[src/rtl/flag_status_unit_pkg.sv]
// rtl/flag_status_unit_pkg.sv - shared types and constants for the condition-flag unit
// Purpose: flag bit positions, packed {z,c,n,v} flag struct and FSM state enum.
// Ports: none (package).
package flag_status_unit_pkg;

  localparam int FLAG_Z = 3;
  localparam int FLAG_C = 2;
  localparam int FLAG_N = 1;
  localparam int FLAG_V = 0;

  typedef struct packed {
    logic z;
    logic c;
    logic n;
    logic v;
  } flags_t;

  typedef enum logic {
    RUN   = 1'b0,
    SAVED = 1'b1
  } state_t;

endpackage

[src/rtl/flag_status_unit_flag_gen.sv]
// rtl/flag_status_unit_flag_gen.sv - combinational N/Z/C/V generation from ALU results
// Purpose: builds the new flag value for an S-bit instruction in execute.
// Ports:
//   alu_result   [DATA_W-1:0] ALU result (Z from all-zero, N from MSB)
//   alu_carry    adder carry-out (C for arithmetic ops)
//   alu_overflow adder signed overflow (V for arithmetic ops)
//   shift_carry  shifter carry-out (C for logical ops)
//   ex_logical   logical op select
//   cur_v        current architectural-or-pending V, kept by logical ops
//   flags        generated flags {z,c,n,v}
module flag_gen
  import flag_status_unit_pkg::*;
#(
  parameter int DATA_W = 32
) (
  input  logic [DATA_W-1:0] alu_result,
  input  logic              alu_carry,
  input  logic              alu_overflow,
  input  logic              shift_carry,
  input  logic              ex_logical,
  input  logic              cur_v,
  output flags_t            flags
);

  always_comb begin
    flags   = '0;
    flags.z = (alu_result == '0);
    flags.n = alu_result[DATA_W-1];
    flags.c = ex_logical ? shift_carry : alu_carry;
    flags.v = ex_logical ? cur_v : alu_overflow;
  end

endmodule

[src/rtl/flag_status_unit.sv]
// rtl/flag_status_unit.sv - condition-flag producer: pending stage, status register, shadow
// Purpose: captures flags from S-bit instructions into a one-entry pending stage,
//   commits them to the status register on the following edge, supports direct
//   flag writes and a single-level shadow for exception entry/return.
// Config macro: FLAG_STATUS_BYPASS_EN (status_fwd forwards pending flags when defined).
// Ports:
//   clk, rst_n                 clock, asynchronous active-low reset
//   ex_valid, ex_s, ex_logical execute-stage instruction qualifiers
//   alu_result, alu_carry, alu_overflow, shift_carry  ALU/shifter outputs
//   stall, flush               block capture / squash execute instruction
//   msr_we, msr_data           direct flag write {z,c,n,v}
//   exc_entry, exc_return      shadow save / restore
//   status_reg                 committed flags {z,c,n,v}
//   status_fwd                 flags seen by condition logic
//   flags_busy                 pending update not yet committed
module flag_status_unit
  import flag_status_unit_pkg::*;
#(
  parameter int DATA_W = 32
) (
  input  logic              clk,
  input  logic              rst_n,
  input  logic              ex_valid,
  input  logic              ex_s,
  input  logic              ex_logical,
  input  logic [DATA_W-1:0] alu_result,
  input  logic              alu_carry,
  input  logic              alu_overflow,
  input  logic              shift_carry,
  input  logic              stall,
  input  logic              flush,
  input  logic              msr_we,
  input  logic [3:0]        msr_data,
  input  logic              exc_entry,
  input  logic              exc_return,
  output logic [3:0]        status_reg,
  output logic [3:0]        status_fwd,
  output logic              flags_busy
);

  state_t state_q, state_d;
  flags_t status_q, status_d;
  flags_t pend_q, pend_d;
  flags_t shadow_q, shadow_d;
  logic   pend_valid_q, pend_valid_d;

  flags_t gen_flags;
  flags_t commit_val;
  logic   cur_v;
  logic   capture;

  // Logical ops preserve V as the newest known value, including an uncommitted one.
  assign cur_v      = pend_valid_q ? pend_q.v : status_q.v;
  assign commit_val = pend_valid_q ? pend_q : status_q;
  assign capture    = ex_valid & ex_s & ~stall & ~flush;

  flag_gen #(
    .DATA_W(DATA_W)
  ) u_flag_gen (
    .alu_result  (alu_result),
    .alu_carry   (alu_carry),
    .alu_overflow(alu_overflow),
    .shift_carry (shift_carry),
    .ex_logical  (ex_logical),
    .cur_v       (cur_v),
    .flags       (gen_flags)
  );

  always_ff @(posedge clk or negedge rst_n) begin
    if (!rst_n) begin
      state_q      <= RUN;
      status_q     <= '0;
      pend_q       <= '0;
      shadow_q     <= '0;
      pend_valid_q <= 1'b0;
    end else begin
      state_q      <= state_d;
      status_q     <= status_d;
      pend_q       <= pend_d;
      shadow_q     <= shadow_d;
      pend_valid_q <= pend_valid_d;
    end
  end

  // Priority: exc_return (SAVED) > exc_entry > msr_we > pending commit.
  // Any of the first three also drops a capture happening on the same edge.
  always_comb begin
    state_d      = state_q;
    status_d     = status_q;
    pend_d       = pend_q;
    shadow_d     = shadow_q;
    pend_valid_d = capture;

    if (capture) begin
      pend_d = gen_flags;
    end

    if (state_q == SAVED && exc_return) begin
      state_d      = RUN;
      status_d     = shadow_q;
      pend_valid_d = 1'b0;
    end else if (exc_entry) begin
      // The pending entry is folded into the status register so the shadow
      // and the architectural value agree at entry.
      state_d      = SAVED;
      shadow_d     = commit_val;
      status_d     = commit_val;
      pend_valid_d = 1'b0;
    end else if (msr_we) begin
      status_d     = flags_t'(msr_data);
      pend_valid_d = 1'b0;
    end else if (pend_valid_q) begin
      status_d = pend_q;
    end
  end

  assign status_reg = status_q;
  assign flags_busy = pend_valid_q;

`ifdef FLAG_STATUS_BYPASS_EN
  assign status_fwd = pend_valid_q ? pend_q : status_q;
`else
  assign status_fwd = status_q;
`endif

endmodule

[config.mk]
export PLATFORM = sky130hd
export DESIGN_NAME = flag_status_unit
export DESIGN_NICKNAME = d
export VERILOG_FILES = /design/src/rtl/flag_status_unit_pkg.sv /design/src/rtl/flag_status_unit_flag_gen.sv /design/src/rtl/flag_status_unit.sv
export SDC_FILE = /design/constraint.sdc
export NUM_CORES = 1
export LEC_CHECK = 0
export CAP_MARGIN = 0
export CORE_ASPECT_RATIO = 0.8
export CORE_MARGIN = 8
export CORE_UTILIZATION = 45
export DETAILED_ROUTE_END_ITERATION = 10
export DONT_BUFFER_PORTS = 1
export PLACE_DENSITY = 0.66
export SETUP_SLACK_MARGIN = 0.1
export SYNTH_ARGS = -nofsm -noshare
export SYNTH_HDL_FRONTEND = slang
export SYNTH_HIERARCHICAL = 1
export SYNTH_SLANG_ARGS = --single-unit
[constraint.sdc]
create_clock -name clk -period 2.35 [get_ports clk]
set_input_delay 0.47 -clock clk [delete_from_list [all_inputs] [get_ports clk]]
set_output_delay 0.47 -clock clk [all_outputs]
set_load 0.01 [all_outputs]
# Word-level counts from Yosys, hierarchy flattened
# Cells that the tools add are included.
# W data, S select, Z words.
# word_totals
register_bits	14
elab_cells	38
# classes
n_eq_ne	1
mux	12
bitwise_logic	6
reduce_logical	5
# ops
op	count
$logic_not A32 Y1	1
$mux W4	4
$mux W1	8
$reduce_and A2 Y1	2
$and A1 B1 Y1	3
$not A1 Y1	3
$ne A2 B2 Y1 const B	1
$reduce_bool A2 Y1	1
$logic_and A1 B1 Y1	1

# Longest topological paths before layout
# Gate-level depths: netlist of the first run.
# depth
word_depth	6
depth_mapped	4
mapped_depth_nobuf	4

# By module
# Netlist of the first run, hierarchy kept.
# modules_own_cells
module	n_inst	cells_each	area_per_inst_um2	seq_area_each_um2
flag_status_unit	1	52	690.7	350.3
flag_gen	1	14	102.6	0.0

# Least setup slack after synthesis of the first run
# Ideal clock, no wire load.
# synth_path
kind	reg2reg
start	reg pend_valid_q, in the netlist flags_busy
end	reg pend_q[0] (netlist name)
setup_time_ps	125
t_arrival_ps	1275
required_ps	2225
path_slack_ps	950
stages_incl_launch_ff	4
cell_sequence	dfrtp_1 > mux2_4 > mux2_2 > mux2_2
# synth_between
elab_chain_cells	2
# synth_rtl
element	line_no	text
start, declared	flag_status_unit.sv:45	logic pend_valid_q, pend_valid_d;
start signal, assigned	flag_status_unit.sv:81	pend_valid_q <= pend_valid_d;
$ne A2 B2 Y1 (no line)	--	
$reduce_and A2 Y1 (no line)	--	
end signal, assigned	flag_status_unit.sv:79	pend_q <= pend_d;
end, declared	flag_status_unit.sv:43	flags_t pend_q, pend_d;
# Every way passes these cells.
# A chain may end at the register's enable or synchronous reset.

# Worst setup path after layout of the first run
# Ends and elaborated chain as after synthesis.

==> results of run 1 <==
registers in the layout (all words and copies together), names as in the netlist:
register,flops
flags_busy,1
pend_q,4
shadow_q,4
state_q,1
status_fwd,4
logic make-up (layout without fill, tap and decap cells):
| group | count (synthesis) | after routing |
|---|---|---|
| multiplexers | 18 | 18 |
| flip-flops | 14 | 14 |
| AO/OA/AOI/OAI | 4 | 4 |
| buffers and inverters | 7 | 5 |
| AND/OR/NAND/NOR | 23 | 23 |
critical path, cell delays in order (launching register included):
cell and delay (ns):
sky130_fd_sc_hd__dfrtp_1 0.52, sky130_fd_sc_hd__mux2_4 0.35, sky130_fd_sc_hd__mux2_2 0.26, sky130_fd_sc_hd__mux2_2 0.26
synth_stat cells:
cell	number
sky130_fd_sc_hd__nor3_4	1
sky130_fd_sc_hd__nor4_2	1
sky130_fd_sc_hd__mux2_4	5
sky130_fd_sc_hd__buf_4	6
sky130_fd_sc_hd__dfrtp_1	14
sky130_fd_sc_hd__buf_2	1
sky130_fd_sc_hd__nand4_1	2
sky130_fd_sc_hd__nor2_1	3
sky130_fd_sc_hd__nor4b_2	1
sky130_fd_sc_hd__nor2b_4	1
sky130_fd_sc_hd__and2_1	1
sky130_fd_sc_hd__nand2b_1	1
sky130_fd_sc_hd__nand2_1	5
sky130_fd_sc_hd__mux2_2	9
sky130_fd_sc_hd__nor4_1	7
sky130_fd_sc_hd__o21ai_1	4
sky130_fd_sc_hd__mux2i_1	4
report_power, final:
part	leakage [nW]	total (mW)	internal (mW)	switching, mW
logic	0.150	0.162	0.0997	0.0620
clock network	0.0210	0.172	0.0942	0.0782
registers	0.175	0.379	0.309	0.0693
total	0.347	0.713	0.503	0.210
layer usage:
layer	track usage, %	part of all wire (%)
met5	0	0
met4	2.264	0
met3	7.039	8.9
met2	20.71	53
met1	12.44	39
what timing repair did:
item                                   CTS  global route
endpoints found under the hold margin   14             0
buffers inserted                         0             0
hold buffers                             1             0
gates resized for setup                  0             0
layout make-up:
cell class | instances | share of cell area, %
clock buffers | 4 | 4.441
multi-input cells | 45 | 48.09
flip-flops and latches | 14 | 42.88
well taps | 22 | 3.369
repair buffers | 1 | 1.225
worst paths after layout:
kind                        startpoint             to  slack, ns  depth (start not counted)
setup reg to reg            flags_busy      pend_q[0]       0.87                          3
hold reg to reg            shadow_q[3]  status_fwd[3]       0.49                          2
max in group asynchronous        rst_n    shadow_q[3]       1.30                          1
setup / recovery            flags_busy      pend_q[0]       0.87                          3
min in group asynchronous        rst_n      pend_q[1]       0.64                          1
hold / removal               exc_entry     flags_busy       0.25                          1
through the flow:
step | utilization (%) | std cells
3_3_place_gp | 46.92 | 81
3_5_place_dp | 46.92 | 81
4_1_cts | 49.73 | 86
6_report | 49.73 | 86
5_1_grt | 49.73 | 86
2_1_floorplan | - | 66
==> results.json, run 1 <==
{
  "vias_after_detailed_routing": 502,
  "post-route-worst-setup-slack_ns": 0.8656,
  "cts-htree-levels": 1,
  "layout_commonest_cell": "sky130_fd_sc_hd__dfrtp_1",
  "netlist_instances": 66,
  "die-height_um": 53.56,
  "cts-root-buf": "sky130_fd_sc_hd__clkbuf_4",
  "num_io_pins": 58,
  "first_pass_grt_wire_length_mm": 3.015,
  "synth_compound_area_share_pct": 2.524,
  "worst_slew_pin_slew_ns": 0.6296,
  "setup_total_negative_slack_ns": 0,
  "antenna_found_initial": 0,
  "rows": 13,
  "layout.cells.most_common_list": "sky130_fd_sc_hd__dfrtp_1, sky130_fd_sc_hd__mux2_2, sky130_fd_sc_hd__nor4_1, sky130_fd_sc_hd__nand2_1, sky130_fd_sc_hd__mux2_4",
  "number_of_buffers_inserted_during_clock_tree_synthesis": 3,
  "syn-cell-area_um2": 793.3,
  "place.gp.congestion": 0.7574,
  "clk_latency_ns": 0.28,
  "setup.worst_path.end_class": "flip-flop",
  "total_leakage_power_nw": 0.3467,
  "clock_skew_ns": 0.006714,
  "hp-class": "primary input to flip-flop",
  "grt_setup_unrepaired": "no",
  "setup.worst_path.class": "flip-flop to flip-flop",
  "synthesis.area_per_instance_um2": 12.02,
  "worst_ep_arrival_time_ns": 1.66,
  "dpl_cell_area_um2": 770.7,
  "postSynthRegisterBits": 14,
  "netlist_top_cells_area": "sky130_fd_sc_hd__dfrtp_1, sky130_fd_sc_hd__mux2_2, sky130_fd_sc_hd__mux2_4",
  "route.antenna.remaining_nets": 0,
  "synth_sequential_area_ratio_pct": 44.16,
  "number_of_nets_in_the_synthesized_netlist": 115,
  "average_vias_per_placed_instance": 5.837,
  "globalRouteTotalUtil_pct": 11.84,
  "grt-ovfl-total": 0,
  "post_route_cells_drive_above_1_share_pct": 34.38,
  "setup_violations": 0,
  "die_width_um": 62.94,
  "synth_top_area_share_pct": 44.16,
  "critical_path_required_ns": 2.52,
  "multi_input_comb_area_um2": 392.9,
  "cts_max_path_buffers": 2,
  "synth.mux.area_fraction_pct": 27.29,
  "clk_pin_slew_worst_paths_ns": 0.09,
  "synth_cell_type_count": 17,
  "timing.final.crit_share_pct": 63.17,
  "p_per_area_mw_per_mm2": 872.4,
  "postRouteWirelength_mm": 1.905,
  "port_buffers": 0,
  "post-route-min-period_ns": 1.484,
  "fmaxAchievable_ghz": 0.6737,
  "startpoint_type": "flip-flop",
  "run_status": "complete, no violations",
  "finalMaxSlewViolations": 0,
  "remaining_drc_errors": 0,
  "antennaDiodeCount": 0,
  "grt_start_max_net_pins": 15,
  "adder_cell_share_of_the_synthesized_area_pct": 0,
  "hpwl_mm": 1.589,
  "wl_per_cell_um": 22.15,
  "irDropWorstVdd_mv": 0.6131,
  "finalInstanceArea_um2": 817.0,
  "drv.max_cap_violation_count": 0,
  "num-nets-final": 114,
  "grt_pass1_vias": 577,
  "pre_cts_slack_ns": 0.8683,
  "netlist.top_cell.by_area": "sky130_fd_sc_hd__dfrtp_1",
  "yosys.area_share.xor_xnor_pct": 0,
  "cts_tree": "done",
  "start_util_pct": 48.29,
  "final-hold-violation-count": 0,
  "fillerInstances": 145,
  "synth_top_family_by_area": "multiplexers",
  "fp.coreArea_mm2": 0.001643,
  "area_of_the_die_mm2": 0.003371,
  "cp_max_fo": 5,
  "area_overhead_of_the_layout_relative_to_synthesis_pct": 2.997,
  "drt-pass1-iter-count": 4,
  "simple_gate_area_share_of_the_yosys_netlist_pct": 19.72,
  "dr.first_iter.drc_count": 13,
  "overall_power_of_the_completed_layout_mw": 0.7128,
  "tritoncts_num_sinks": 14,
  "ys.warnings.count": 6,
  "worst_hold_margin_ns": 0.2467,
  "timing.slew.headroom_pct": 57.89,
  "ff_latch_area_um2": 350.3
}
(Power assumes the default switching activity.)
==> run 2, diff against run 1 <==
--- a/config.mk
+++ b/config.mk
@@ -11,7 +11,7 @@
 export CORE_UTILIZATION = 45
 export DETAILED_ROUTE_END_ITERATION = 10
 export DONT_BUFFER_PORTS = 1
-export PLACE_DENSITY = 0.66
+export PLACE_DENSITY = 0.68
 export SETUP_SLACK_MARGIN = 0.1
 export SYNTH_ARGS = -nofsm -noshare
 export SYNTH_HDL_FRONTEND = slang
==> constraint.sdc (replaced) <==
create_clock -name clk -period 1.3 [get_ports clk]
set_input_delay 0.26 -clock clk [delete_from_list [all_inputs] [get_ports clk]]
set_output_delay 0.26 -clock clk [all_outputs]
set_load 0.01 [all_outputs]
==> results.json, run 2 (synthesized netlist as in run 1, its figures left out) <==
{
  "grt-ovfl-total": 0,
  "first_pass_grt_wire_length_mm": 3.160,
  "average_vias_per_placed_instance": 5.723,
  "timing.final.crit_share_pct": 103.8,
  "timing.slew.headroom_pct": 57.53,
  "met3_usage_pct": 6.625,
  "globalRouteMet2Util_pct": 21.22,
  "hpwl_mm": 1.594,
  "fp.coreArea_mm2": 0.001643,
  "critical_path_required_ns": 1.47,
  "route.antenna.remaining_nets": 0,
  "irDropWorstVdd_mv": 0.8076,
  "post_route_cells_drive_above_1_share_pct": 44.44,
  "start_util_pct": 48.29,
  "tritoncts_num_sinks": 14,
  "rows": 13,
  "layout_commonest_cell": "sky130_fd_sc_hd__dfrtp_1",
  "clock_skew_ns": 0.005419,
  "critical_path_buf_inv_count": 0,
  "drt-pass1-iter-count": 4,
  "grt_start_max_net_pins": 15,
  "num-nets-final": 122,
  "final-hold-violation-count": 0,
  "remaining_drc_errors": 0,
  "layout.cells.most_common_list": "sky130_fd_sc_hd__dfrtp_1, sky130_fd_sc_hd__mux2_2, sky130_fd_sc_hd__mux2_4, sky130_fd_sc_hd__buf_4, sky130_fd_sc_hd__nor4_1",
  "busiest_layer": "met2",
  "setup_violations": 2,
  "globalRouteTotalUtil_pct": 11.83,
  "postRouteWirelength_mm": 1.930,
  "number_of_buffers_inserted_during_clock_tree_synthesis": 3,
  "area_overhead_of_the_layout_relative_to_synthesis_pct": 12.46,
  "cts_tree": "done",
  "cts_max_path_buffers": 2,
  "cts-root-buf": "sky130_fd_sc_hd__clkbuf_4",
  "hp-class": "primary input to flip-flop",
  "worst_ep_arrival_time_ns": 1.52,
  "gate_family_responsible_for_the_most_delay_along_the_worst_path": "multiplexers",
  "pre_cts_slack_ns": -0.03847,
  "grt_setup_unrepaired": "yes",
  "place.gp.congestion": 0.7593,
  "clk_pin_slew_worst_paths_ns": 0.09,
  "total_leakage_power_nw": 0.3956,
  "finalMaxSlewViolations": 0,
  "multi_input_comb_area_um2": 402.9,
  "setup.worst_path.end_class": "flip-flop",
  "grt_pass1_vias": 609,
  "dr.first_iter.drc_count": 13,
  "dpl_cell_area_um2": 832.0,
  "clk_latency_ns": 0.28,
  "cpPeakStageDelay_ns": 0.42,
  "wl_per_cell_um": 20.53,
  "grt_util_met1_pct": 12.64,
  "die_width_um": 62.94,
  "ff_latch_area_um2": 351.6,
  "cts-htree-levels": 1,
  "fmaxAchievable_ghz": 0.7412,
  "area_of_the_die_mm2": 0.003371,
  "antennaDiodeCount": 0,
  "post-route-min-period_ns": 1.349,
  "startpoint_type": "flip-flop",
  "worst_slew_pin_slew_ns": 0.6350,
  "run_status": "finished, violations left",
  "die-height_um": 53.56,
  "port_buffers": 0,
  "antenna_found_initial": 0,
  "cp_max_fo": 2,
  "p_per_area_mw_per_mm2": 1575,
  "cp_cell_sequence": "mux2_4, mux2_4, mux2_4",
  "drv.max_cap_violation_count": 0,
  "vias_after_detailed_routing": 538,
  "setup.worst_path.class": "flip-flop to flip-flop",
  "finalInstanceArea_um2": 892.1,
  "crit_path_top_cell_by_count": "sky130_fd_sc_hd__mux2_4",
  "critical-path-slowest-cell": "sky130_fd_sc_hd__dfrtp_2",
  "post-route-worst-setup-slack_ns": -0.04909,
  "num_io_pins": 58,
  "violations_in_the_final_reports": "negative setup slack",
  "fillerInstances": 146
}
==> run 2: final cells by class <==
type / count / area share, %
tap: 22 / 3.086
timing repair buffer: 9 / 8.275
clock buffer: 4 / 4.067
sequential: 14 / 39.41
multi-input combinational: 45 / 45.16
==> run 2: per-layer routing <==
metal | up-vias | share of wire, %
met5 | - | 0
met4 | 0 | 0
met3 | 0 | 9.4
met2 | 22 | 51
met1 | 267 | 40
li1 | 249 | -
==> run 2: final timing paths <==
check	slack (ns)	cells after the start	start	end
setup / recovery	-0.05	3	flags_busy	pend_q[0]
hold / removal	0.03	1	exc_entry	flags_busy
setup reg to reg	-0.05	3	flags_busy	pend_q[0]
hold reg to reg	0.49	2	shadow_q[2]	status_fwd[2]
max in group asynchronous	0.43	1	rst_n	flags_busy
min in group asynchronous	0.43	1	rst_n	status_fwd[1]
==> run 2: timing repair <==
action	in CTS	in global routing
pin swaps	1	1
buffers inserted	1	0
setup endpoints to repair	5	9
hold buffers	1	0
hold endpoints to repair	14	0
resized for setup	2	0
==> run 2: worst register-to-register path, cell delays in order, from the launching register on <==
cell and delay [ns]:
sky130_fd_sc_hd__dfrtp_2 0.42, sky130_fd_sc_hd__mux2_4 0.31, sky130_fd_sc_hd__mux2_4 0.26, sky130_fd_sc_hd__mux2_4 0.26
==> run 2: per-stage QoR <==
step                util, %  setup TNS, ns  total power, mW  hold WS (ns)  instances
floorplan                 -       -0.06999           0.9902      -0.03559         66
global placement      50.65      -0.005464            1.048      -0.03517         88
detailed placement    50.65       -0.03847            1.068      -0.03503         88
CTS                   54.30       -0.07333            1.421       0.02645         94
global route          54.30        -0.1028            1.496       0.01520         94
finish                54.30       -0.06462            1.405       0.03141         94
==> run 2: where the power goes <==
part	leakage (nW)	switching [mW]	internal (mW)
clock network	0.0210	0.144	0.170
logic	0.201	0.192	0.279
registers	0.174	0.0610	0.559
total	0.396	0.396	1.01
==> run 3, diff against run 2 <==
--- a/config.mk
+++ b/config.mk
@@ -5,13 +5,13 @@
 export SDC_FILE = /design/constraint.sdc
 export NUM_CORES = 1
 export LEC_CHECK = 0
+export BUFFER_PORTS_ARGS = -buffer_cell sky130_fd_sc_hd__buf_2
 export CAP_MARGIN = 0
 export CORE_ASPECT_RATIO = 0.8
 export CORE_MARGIN = 8
-export CORE_UTILIZATION = 45
+export CORE_UTILIZATION = 35
 export DETAILED_ROUTE_END_ITERATION = 10
-export DONT_BUFFER_PORTS = 1
-export PLACE_DENSITY = 0.68
+export PLACE_DENSITY = 0.8
 export SETUP_SLACK_MARGIN = 0.1
 export SYNTH_ARGS = -nofsm -noshare
 export SYNTH_HDL_FRONTEND = slang
==> results.json, run 3 (synthesized netlist as in run 1, its figures left out) <==
{
  "run_status": "finished, violations left",
  "violations_in_the_final_reports": "negative setup slack",
  "start_util_pct": 36.75,
  "first_pass_grt_wire_length_mm": 3.767,
  "total_leakage_power_nw": 0.6089,
  "setup.worst_path.class": "flip-flop to flip-flop",
  "grt_setup_unrepaired": "yes",
  "num_io_pins": 58,
  "final-hold-violation-count": 0,
  "clock_skew_ns": 0.007346,
  "worst_slew_pin_slew_ns": 0.3227,
  "cts-htree-levels": 1,
  "worst-r2r-cell-count": 3,
  "tritoncts_num_sinks": 14,
  "finalInstanceArea_mm2": 0.001161,
  "postRouteWirelength_mm": 2.307,
  "worst_hold_margin_ns": 0.1459,
  "finalMaxSlewViolations": 0,
  "place.gp.congestion": 0.7840,
  "drv.max_cap_violation_count": 0,
  "pre_cts_slack_ns": -0.02613,
  "port_buffers": 57,
  "cts-root-buf": "sky130_fd_sc_hd__clkbuf_4",
  "average_vias_per_placed_instance": 4.660,
  "antennaDiodeCount": 0,
  "critical-path-slowest-cell": "sky130_fd_sc_hd__dfrtp_2",
  "dr.first_iter.drc_count": 15,
  "setup_violations": 2,
  "irDropWorstVdd_mv": 0.6866,
  "dpl_cell_area_mm2": 0.001091,
  "reg2reg_slack_ns": -0.04,
  "multi_input_comb_area_um2": 406.6,
  "layout.core_utilization_pct": 53.80,
  "drt-pass1-iter-count": 4,
  "hold_path_depth": 2,
  "met3_usage_pct": 4.195,
  "layout.cells.most_common_list": "sky130_fd_sc_hd__buf_2, sky130_fd_sc_hd__dfrtp_1, sky130_fd_sc_hd__mux2_4, sky130_fd_sc_hd__nor4_1, sky130_fd_sc_hd__mux2_2",
  "antenna_found_initial": 0,
  "vias_after_detailed_routing": 699,
  "cp_cell_sequence": "mux2_4, mux2_4, mux2_4",
  "finish.cell_count_without_fillers": 150,
  "clk_pin_slew_worst_paths_ns": 0.08,
  "hp-class": "primary input to flip-flop",
  "ff_latch_area_um2": 351.6,
  "layout_commonest_cell": "sky130_fd_sc_hd__buf_2",
  "die_width_um": 69.23,
  "worst_ep_arrival_time_ns": 1.51,
  "num-nets-final": 175,
  "cts_max_path_buffers": 2,
  "startpoint_type": "flip-flop",
  "cpPeakStageDelay_ns": 0.42,
  "rows": 15,
  "fmaxAchievable_ghz": 0.7451,
  "route.antenna.remaining_nets": 0,
  "number_of_buffers_inserted_during_clock_tree_synthesis": 3,
  "grt_util_met1_pct": 10.09,
  "dpl.cell_count": 144,
  "area_of_the_die_mm2": 0.004055,
  "cts_tree": "done",
  "grt_start_max_net_pins": 15,
  "crit_path_top_cell_by_count": "sky130_fd_sc_hd__mux2_4",
  "post-route-worst-setup-slack_ns": -0.04205,
  "fillerInstances": 203,
  "setup.worst_path.end_class": "flip-flop",
  "fp.coreArea_mm2": 0.002158,
  "globalRouteTotalUtil_pct": 11.41,
  "post-route-min-period_ns": 1.342,
  "post_route_cells_drive_above_1_share_pct": 68.00,
  "timing.final.crit_share_pct": 103.2,
  "overall_power_of_the_completed_layout_mw": 1.515,
  "timing.slew.headroom_pct": 78.49,
  "p_per_area_mw_per_mm2": 1305,
  "remaining_drc_errors": 0,
  "globalRouteMet2Util_pct": 22.31,
  "grt_pass1_vias": 865,
  "grt-ovfl-total": 0,
  "setup_total_negative_slack_ns": -0.05927,
  "critical_path_required_ns": 1.47,
  "clk_latency_ns": 0.29,
  "busiest_layer": "met2",
  "die-height_um": 58.58,
  "cp_max_fo": 2,
  "wl_per_cell_um": 15.38,
  "area_overhead_of_the_layout_relative_to_synthesis_pct": 46.37
}
==> run 3: cell count changes in the layout (fill, tap and decap cells not counted) <==
cell | before | now
sky130_fd_sc_hd__buf_2 | 0 | 56
sky130_fd_sc_hd__buf_6 | 1 | 2
sky130_fd_sc_hd__buf_4 | 7 | 3
sky130_fd_sc_hd__mux2_2 | 7 | 6
sky130_fd_sc_hd__mux2_4 | 7 | 8
==> run 3: timing repair <==
item,CTS,global route
setup endpoints to repair,6,10
gates cloned,0,0
pin swaps,1,1
resized for setup,3,2
setup buffers,1,1
endpoints found under the hold margin,14,0
hold buffers,1,0
==> run 3: final timing paths <==
path | to | startpoint
max in group asynchronous | flags_busy | rst_n
worst min register to register | status_fwd[1] | shadow_q[1]
worst min-delay path | flags_busy | msr_we
worst max-delay path | pend_q[0] | flags_busy
worst max register to register | pend_q[0] | flags_busy
min in group asynchronous | shadow_q[3] | rst_n
==> run 3: critical path: cells and delay by family (launching register included) <==
kind	cells	cell delay, ns
multiplexers	3	0.81
flip-flops	1	0.42
==> run 3: report_power, final <==
part	switching [mW]	total [mW]	internal, mW	leakage, nW
Combinational	0.222	0.561	0.338	0.414
Clock	0.150	0.320	0.170	0.0210
Sequential	0.0748	0.635	0.560	0.174
==> run 3: metal layers <==
| metal | part of all wire, % | vias to the layer above |
|---|---|---|
| met5 | 0 | - |
| met4 | 1.4 | 0 |
| met3 | 6.5 | 3 |
| met2 | 54 | 25 |
| met1 | 38 | 317 |
| li1 | - | 354 |
==> run 3: cell type report <==
type | instances | share of cell area, %
well taps | 25 | 2.694
flip-flops and latches | 14 | 30.28
clock buffers | 4 | 3.125
repair buffers | 62 | 28.88
multi-input cells | 45 | 35.02
